<file path="src/rtl/clkpulsegen_multi.sv">
// Multi-channel clock divider: each channel emits a one-cycle tick (PULSE) or a
// toggled level (SQUARE) every div[i] enabled cycles of clk.
module clkpulsegen_multi #(
  parameter int          NCH     = 4,
  parameter int          CNT_W   = 26,
  parameter int unsigned DEF_DIV = 50000000
) (
  input  logic                     clk,
  input  logic                     rst,
  input  logic [NCH-1:0]           en,
  input  logic                     sync,
  input  logic                     cfg_we,
  input  logic [$clog2(NCH)-1:0]   cfg_ch,
  input  logic [CNT_W-1:0]         cfg_div,
  input  logic                     cfg_mode,
  output logic [NCH-1:0]           pulse,
  output logic [NCH-1:0]           busy
);

  localparam int               CH_W      = $clog2(NCH);
  localparam logic [CNT_W-1:0] DEF_DIV_C = CNT_W'(DEF_DIV);
  localparam logic [CNT_W-1:0] CNT_ZERO  = {CNT_W{1'b0}};
  localparam logic [CNT_W-1:0] CNT_ONE   = {{(CNT_W-1){1'b0}}, 1'b1};
  localparam logic             MODE_SQUARE = 1'b1;

  logic [CNT_W-1:0] div_q [NCH];
  logic [CNT_W-1:0] div_d [NCH];
  logic [CNT_W-1:0] cnt_q [NCH];
  logic [CNT_W-1:0] cnt_d [NCH];
  logic [NCH-1:0]   mode_q;
  logic [NCH-1:0]   mode_d;
  logic [NCH-1:0]   pulse_q;
  logic [NCH-1:0]   pulse_d;
  logic [NCH-1:0]   busy_q;
  logic [NCH-1:0]   busy_d;

  // Per-channel next state; a config write to a channel outranks sync, idle and terminal count.
  always_comb begin
    for (int i = 0; i < NCH; i++) begin
      div_d[i]   = div_q[i];
      mode_d[i]  = mode_q[i];
      cnt_d[i]   = cnt_q[i];
      pulse_d[i] = pulse_q[i];
      busy_d[i]  = en[i] && (div_q[i] != CNT_ZERO);
      if (cfg_we && (cfg_ch == CH_W'(i))) begin
        div_d[i]   = cfg_div;
        mode_d[i]  = cfg_mode;
        cnt_d[i]   = CNT_ZERO;
        pulse_d[i] = 1'b0;
      end else if (sync) begin
        cnt_d[i]   = CNT_ZERO;
        pulse_d[i] = 1'b0;
      end else if (!en[i] || (div_q[i] == CNT_ZERO)) begin
        cnt_d[i]   = CNT_ZERO;
        pulse_d[i] = 1'b0;
      end else if (cnt_q[i] == (div_q[i] - CNT_ONE)) begin
        cnt_d[i] = CNT_ZERO;
        if (mode_q[i] == MODE_SQUARE) begin
          pulse_d[i] = ~pulse_q[i];
        end else begin
          pulse_d[i] = 1'b1;
        end
      end else begin
        cnt_d[i] = cnt_q[i] + CNT_ONE;
        if (mode_q[i] == MODE_SQUARE) begin
          pulse_d[i] = pulse_q[i];
        end else begin
          pulse_d[i] = 1'b0;
        end
      end
    end
  end

  // State registers with synchronous reset that overrides every other input.
  always_ff @(posedge clk) begin
    if (rst) begin
      for (int i = 0; i < NCH; i++) begin
        div_q[i] <= DEF_DIV_C;
        cnt_q[i] <= CNT_ZERO;
      end
      mode_q  <= {NCH{1'b0}};
      pulse_q <= {NCH{1'b0}};
      busy_q  <= {NCH{1'b0}};
    end else begin
      for (int i = 0; i < NCH; i++) begin
        div_q[i] <= div_d[i];
        cnt_q[i] <= cnt_d[i];
      end
      mode_q  <= mode_d;
      pulse_q <= pulse_d;
      busy_q  <= busy_d;
    end
  end

  assign pulse = pulse_q;
  assign busy  = busy_q;

endmodule

</file>
<file path="config.mk">
export PLATFORM = sky130hd
export DESIGN_NAME = clkpulsegen_multi
export DESIGN_NICKNAME = d
export VERILOG_FILES = /design/src/rtl/clkpulsegen_multi.sv
export SDC_FILE = /design/constraint.sdc
export NUM_CORES = 1
export LEC_CHECK = 0
export CORE_ASPECT_RATIO = 1.1
export CORE_MARGIN = 3
export CORE_UTILIZATION = 35
export CTS_CLUSTER_SIZE = 40
export DETAILED_ROUTE_END_ITERATION = 7
export MAX_ROUTING_LAYER = met4
export PLACE_DENSITY = 0.49
export SETUP_SLACK_MARGIN = 0.2
export SYNTH_ARGS = -nofsm -noshare
export SYNTH_HDL_FRONTEND = slang
export SYNTH_SLANG_ARGS = --single-unit
</file>
<file path="constraint.sdc">
create_clock -name clk -period 3.94 [get_ports clk]
set_input_delay 0.394 -clock clk [delete_from_list [all_inputs] [get_ports clk]]
set_output_delay 0.394 -clock clk [all_outputs]
set_load 0.05 [all_outputs]
</file>
==> flow_summary.toml, run 1 <==
[critical_path]
cp_cell_sequence = "or4_4, or4_1, o31a_1, or3_1, a2111o_1, a2111oi_4, or2_1, buf_12, nor2_1"
crit_path_end_kind = "flop"
crit_arrival_ns = 3.96
worstRegToRegCells = 9
cp_max_fo = 26
crit_buf_inv = 1
slowest_delay_ns = 0.64
crit_cells = 9
startpoint_type = "flop"
slowest_stage = "or4_1"
cp_top_family = "simple AND/OR/NAND/NOR gates"
criticalPathCategory = "reg2reg"
crit_required_ns = 4.36

[sta]
fin_hold_ws_ns = 0.305
setup_viol = 0
period_share = 0.899
finClkSkew_ns = 0.0228
tns_ns = 0
fin_crit_ns = 3.54
hold_viol = 0
rsz0062_at_grt = "false"
slew_viol_final = 0
clock.fmax_mhz = 282
worstMarginPinSlew_ns = 1.02
maxSlewHeadroom = 0.317

[grt]
grtUsageMet2 = 0.306
gr-total-overflow = 0
grt_pass1_wl_um = 55600
grt_max_degree = 64
grt_usage = 0.189
use_met3 = 0.0226
grt_pass1_vias = 10307
busiest_layer = "met2"
antenna_found_initial = 1
use_met1 = 0.249

[pwr]
cellLeakagePower_uw = 0.00473
power_density_nw_per_um2 = 378
peakVddDrop_uv = 395
power.total_uw = 5260

[cells_and_area]
stdcell_area_um2 = 13900
drive_above_1_share = 0.0587
area_delta_synth_final_pct = 13.3
utilization = 0.405
nNetsFinal = 1611

[yosys]
ys_ff_latch = 220
yosys_warnings = 0
synth_area_um2 = 12300
synth_nets = 1608
synth_cells = 1559
synth_cell_types = 77
synthXorXnorAreaFrac = 0.162
async_reset_ff_frac = 0
synthAdderAreaFrac = 0.0122
synth_edf_count = 0
synth_flop_cell = "dfxtp_1"
syn_area_per_cell_um2 = 7.88
synth_mux_area_frac = 0.00255
synth_top_family_by_area = "simple AND/OR/NAND/NOR gates"
yosysSeqAreaShare = 0.359
synth_simple_gate_area_frac = 0.318
synth_compound_area_frac = 0.103

[placed_design]
numPortBuffers = 44
gp_congestion = 0.857
dp_hpwl_um = 25300
postPlaceCellArea_um2 = 13000

[die]
start_util = 0.357
coreArea_um2 = 34400
die_x_um = 185
pin_count = 45
dieHeight_um = 202
rows = 71
dieArea_um2 = 37400

[routing]
finalWirelength_um = 34700
drt_iter0_markers = 701
wire_per_inst_um = 17.1
drtPass1Iterations = 5
drtAntennaViolNets = 0
vias = 10614
drc_errors = 0
viasPerCell = 5.25

[clock_tree]
cts_buffers = 27
cts_tree = "yes"
cts_setup_buffers = 0
clk_pin_slew_ns = 0.06
hold_buffers = 0
root_buffer = "clkbuf_16"
clk-insertion-delay-late_ns = 0.55
htreeDepth = 1
clock_path_buffers = 3
clock-sinks = 220

[hold_path]
hp-class = "in2reg"
hold-path-cell-count = 2

[run]
maxCapViolations = 0

[run_status]
status = "finished clean"
==> cell usage in the layout, fill, tap and decap left out, types with 6 or more instances in the layout <==
cell / synthesis / final
a2111o_1: 6 / 6
a211o_1: 10 / 10
a211oi_1: 6 / 6
a21oi_1: 74 / 74
a31oi_1: 11 / 11
and2_1: 7 / 7
and3_1: 18 / 18
and4_1: 11 / 11
buf_4: 1 / 19
clkbuf_1: 66 / 9
clkbuf_16: 0 / 27
clkbuf_8: 2 / 8
clkdlybuf4s50_1: 0 / 43
dfxtp_1: 220 / 220
ha_1: 12 / 11
inv_1: 27 / 27
nand2_1: 274 / 274
nand3_1: 59 / 59
nand3b_1: 52 / 52
nand4_1: 32 / 32
nand4b_1: 6 / 6
nor2_1: 169 / 168
nor2b_1: 7 / 7
nor3_1: 42 / 42
nor4_1: 33 / 31
o211ai_1: 9 / 9
o21ai_0: 23 / 23
or2_2: 7 / 7
or3_1: 20 / 20
or4_1: 20 / 20
xnor2_1: 116 / 116
xor2_1: 111 / 111
==> layer usage <==
layer	up-vias	part of all wire
met4	0	0.024
li1	5391	-
met1	4982	0.47
met5	-	0
met3	51	0.036
met2	190	0.47
==> synth_stat cells (6+ instances only) <==
cell,count,area [µm²]
nand2_1,274,1030
dfxtp_1,220,4400
nor2_1,169,634
xnor2_1,116,1020
xor2_1,111,972
a21oi_1,74,370
clkbuf_1,66,248
nand3_1,59,295
nand3b_1,52,390
nor3_1,42,210
nor4_1,33,206
nand4_1,32,200
inv_1,27,101
o21ai_0,23,115
or3_1,20,125
or4_1,20,150
and3_1,18,113
ha_1,12,150
a31oi_1,11,68.8
and4_1,11,96.3
a211o_1,10,87.6
o211ai_1,9,67.6
buf_1,8,30.0
and2_1,7,43.8
nor2b_1,7,43.8
or2_2,7,43.8
a2111o_1,6,67.6
a211oi_1,6,45.0
nand4b_1,6,52.6
==> flip-flops by register name, indices dropped and copies added (netlist names) <==
register and flops:
busy 4, pulse 4, div_q 104, cnt_q 104
mode_q 4
==> path summary, 6_finish.rpt <==
check,startpoint,to,slack (ns)
setup / recovery,div_q[1][7]$_SDFFE_PP1P_,cnt_q[1][24]$_SDFF_PP0_,0.40
hold / removal,rst,busy[2]$_SDFF_PP0_,0.30
setup reg to reg,div_q[1][7]$_SDFFE_PP1P_,cnt_q[1][24]$_SDFF_PP0_,0.40
hold reg to reg,mode_q[3]$_SDFFE_PP0P_,mode_q[3]$_SDFFE_PP0P_,0.46
==> stage by stage <==
stage | instances | setup slack (ns)
after global placement | 1971 | 0.454
after global routing | 2022 | 0.209
after detailed placement | 1971 | 0.373
final | 2022 | 0.396
after CTS | 2021 | 0.364
after floorplan | 1559 | 0.537
==> what timing repair did <==
| action | 4_1_cts | 5_1_grt |
|---|---|---|
| endpoints found under the setup margin | 0 | 52 |
| resized for setup | 0 | 4 |
| hold endpoints to repair | 0 | 0 |
==> report_power, final <==
| part | total, µW | internal [µW] | switching (µW) | leakage, µW |
|---|---|---|---|---|
| clock network | 2440 | 1480 | 962 | 0.000435 |
| registers | 2350 | 2280 | 79.0 | 0.00179 |
| logic | 465 | 192 | 273 | 0.00251 |
==> cells by family (layout without fill, tap and decap cells) <==
| group | Yosys count | after routing |
|---|---|---|
| mux | 3 | 3 |
| xor+xnor | 227 | 227 |
| other cells | 0 | 1 |
| flops | 220 | 220 |
| compound gates | 191 | 191 |
| simple gates | 789 | 789 |
| buf+inv | 117 | 141 |
| fa+ha+maj | 12 | 12 |
==> final cells by class <==
type                            count  area (µm²)
Inverter                           27         101
Fill cell                        3518       20500
Sequential cell                   220        4400
Multi-Input combinational cell   1222        7360
Clock buffer                       44         820
Tap cell                          438         548
Antenna cell                        1        2.50
Timing Repair Buffer               64         613
Clock inverter                      6        62.6
Note: power is estimated with default switching activity, not from simulation.
==> inputs of run 2 (changes only) <==
--- a/config.mk
+++ b/config.mk
@@ -5,9 +5,9 @@
 export SDC_FILE = /design/constraint.sdc
 export NUM_CORES = 1
 export LEC_CHECK = 0
-export CORE_ASPECT_RATIO = 1.1
 export CORE_MARGIN = 3
 export CORE_UTILIZATION = 35
+export CTS_CLUSTER_DIAMETER = 30
 export CTS_CLUSTER_SIZE = 40
 export DETAILED_ROUTE_END_ITERATION = 7
 export MAX_ROUTING_LAYER = met4
==> constraint.sdc (replaced) <==
create_clock -name clk -period 3.9 [get_ports clk]
set_input_delay 0.39 -clock clk [delete_from_list [all_inputs] [get_ports clk]]
set_output_delay 0.39 -clock clk [all_outputs]
set_load 0.05 [all_outputs]
==> flow_summary.toml, run 2 (same netlist as run 1, synthesis figures left out) <==
[run_status]
status = "finished clean"

[grt]
grt_max_degree = 62
grt_usage = 0.189
grt_pass1_wl_um = 56300
grtUsageMet2 = 0.292
antenna_found_initial = 0
gr-total-overflow = 0
use_met1 = 0.248
grt_pass1_vias = 10378
busiest_layer = "met2"
use_met3 = 0.0348

[sta]
tns_ns = 0
fin_crit_ns = 3.50
hold_viol = 0
worstMarginPinSlew_ns = 1.04
finClkSkew_ns = 0.0116
slew_viol_final = 0
rsz0062_at_grt = "false"
period_share = 0.897
clock.fmax_mhz = 286
maxSlewHeadroom = 0.306
setup_viol = 0

[die]
pin_count = 45
rows = 67
die_x_um = 193
coreArea_um2 = 34000
dieArea_um2 = 37400
start_util = 0.361
dieHeight_um = 193

[critical_path]
cp_top_family = "simple AND/OR/NAND/NOR gates"
slowest_delay_ns = 0.63
crit_buf_inv = 1
crit_required_ns = 4.37
startpoint_type = "flop"
startpoint = "div_q[1][7]$_SDFFE_PP1P_"
r2r-start = "div_q[1][7]$_SDFFE_PP1P_"
criticalPathCategory = "reg2reg"
cp_max_fo = 26
cp_cell_sequence = "or4_4, or4_1, o31a_1, or3_1, a2111o_1, a2111oi_4, or2_1, buf_12, nor2_1"
crit_path_end_kind = "flop"
slowest_stage = "or4_1"
crit_arrival_ns = 3.97

[cells_and_area]
nNetsFinal = 1645
reg_top3 = "cnt_q (104), div_q (104)"
area_delta_synth_final_pct = 22.7
drive_above_1_share = 0.0968
register_area_um2 = 4400
diodes = 0
multi_input_area_um2 = 7390
mostFrequentLayoutCells = "nand2_1 (274), dfxtp_1 (220), nor2_1 (168), xnor2_1 (116), xor2_1 (111)"
fillCellCount = 3415
mostFrequentLayoutCell = "nand2_1"

[placed_design]
dp_hpwl_um = 25200
numPortBuffers = 44
gp_congestion = 0.855

[hold_path]
hold_path_startpoint = "rst"
hp-class = "in2reg"

[pwr]
cellLeakagePower_uw = 0.00525
power.total_uw = 7560
peakVddDrop_uv = 300
power_density_nw_per_um2 = 502

[routing]
drtAntennaViolNets = 0
drtPass1Iterations = 5
viasPerCell = 5.23
drt_iter0_markers = 620
drc_errors = 0
wire_per_inst_um = 16.8
finalWirelength_um = 35200
vias = 10926

[run]
maxCapViolations = 0

[clock_tree]
clock_path_buffers = 3
cts_tree = "yes"
htreeDepth = 2
clk_pin_slew_ns = 0.05
clk-insertion-delay-late_ns = 0.59
hold_buffers = 0
root_buffer = "clkbuf_16"
cts_buffers = 58
clock-sinks = 220
## run 2: repair_timing
action | CTS | global route
setup endpoints to repair | 0 | 77
buffers inserted | 0 | 0
resized for setup | 0 | 7
## run 2: final timing paths
check | endpoint | slack, ns | cells past startpoint
setup / recovery | cnt_q[1][17]$_SDFF_PP0_ | 0.40 | 9
hold / removal | busy[0]$_SDFF_PP0_ | 0.28 | 2
setup reg to reg | cnt_q[1][17]$_SDFF_PP0_ | 0.40 | 9
hold reg to reg | mode_q[1]$_SDFFE_PP0P_ | 0.46 | 2
## run 2: area by class of cell
cell class / count / share of cell area
Tap cell: 448 / 0.0372
Clock inverter: 39 / 0.0272
Multi-Input combinational cell: 1222 / 0.490
Timing Repair Buffer: 67 / 0.0430
Clock buffer: 68 / 0.104
Inverter: 27 / 0.00673
Sequential cell: 220 / 0.292
## run 2: through the flow
stage / util / worst slack (ns) / instance area (µm²) / instances / hold slack (ns)
after global routing: 0.443 / 0.218 / 15100 / 2091 / 0.339
after detailed placement: 0.384 / 0.373 / 13100 / 1984 / 0.454
after global placement: 0.384 / 0.413 / 13100 / 1984 / 0.448
after floorplan: - / 0.497 / 12300 / 1559 / 0.436
final: 0.443 / 0.403 / 15100 / 2091 / 0.276
after CTS: 0.442 / 0.370 / 15000 / 2091 / 0.277
## run 2: power by group
group / switching [µW] / leakage [µW] / internal [µW] / total (µW)
Clock: 1510 / 0.000932 / 3190 / 4700
Sequential: 79.1 / 0.00179 / 2310 / 2390
Combinational: 277 / 0.00253 / 197 / 474
Total: 1870 / 0.00525 / 5690 / 7560
## run 2: layer usage
layer | wire [µm] | vias to the layer above | share of wire
met3 | 1560 | 72 | 0.044
met1 | 16700 | 5126 | 0.47
met5 | 0 | - | 0
met4 | 1050 | 0 | 0.030
li1 | - | 5494 | -
met2 | 15900 | 234 | 0.45
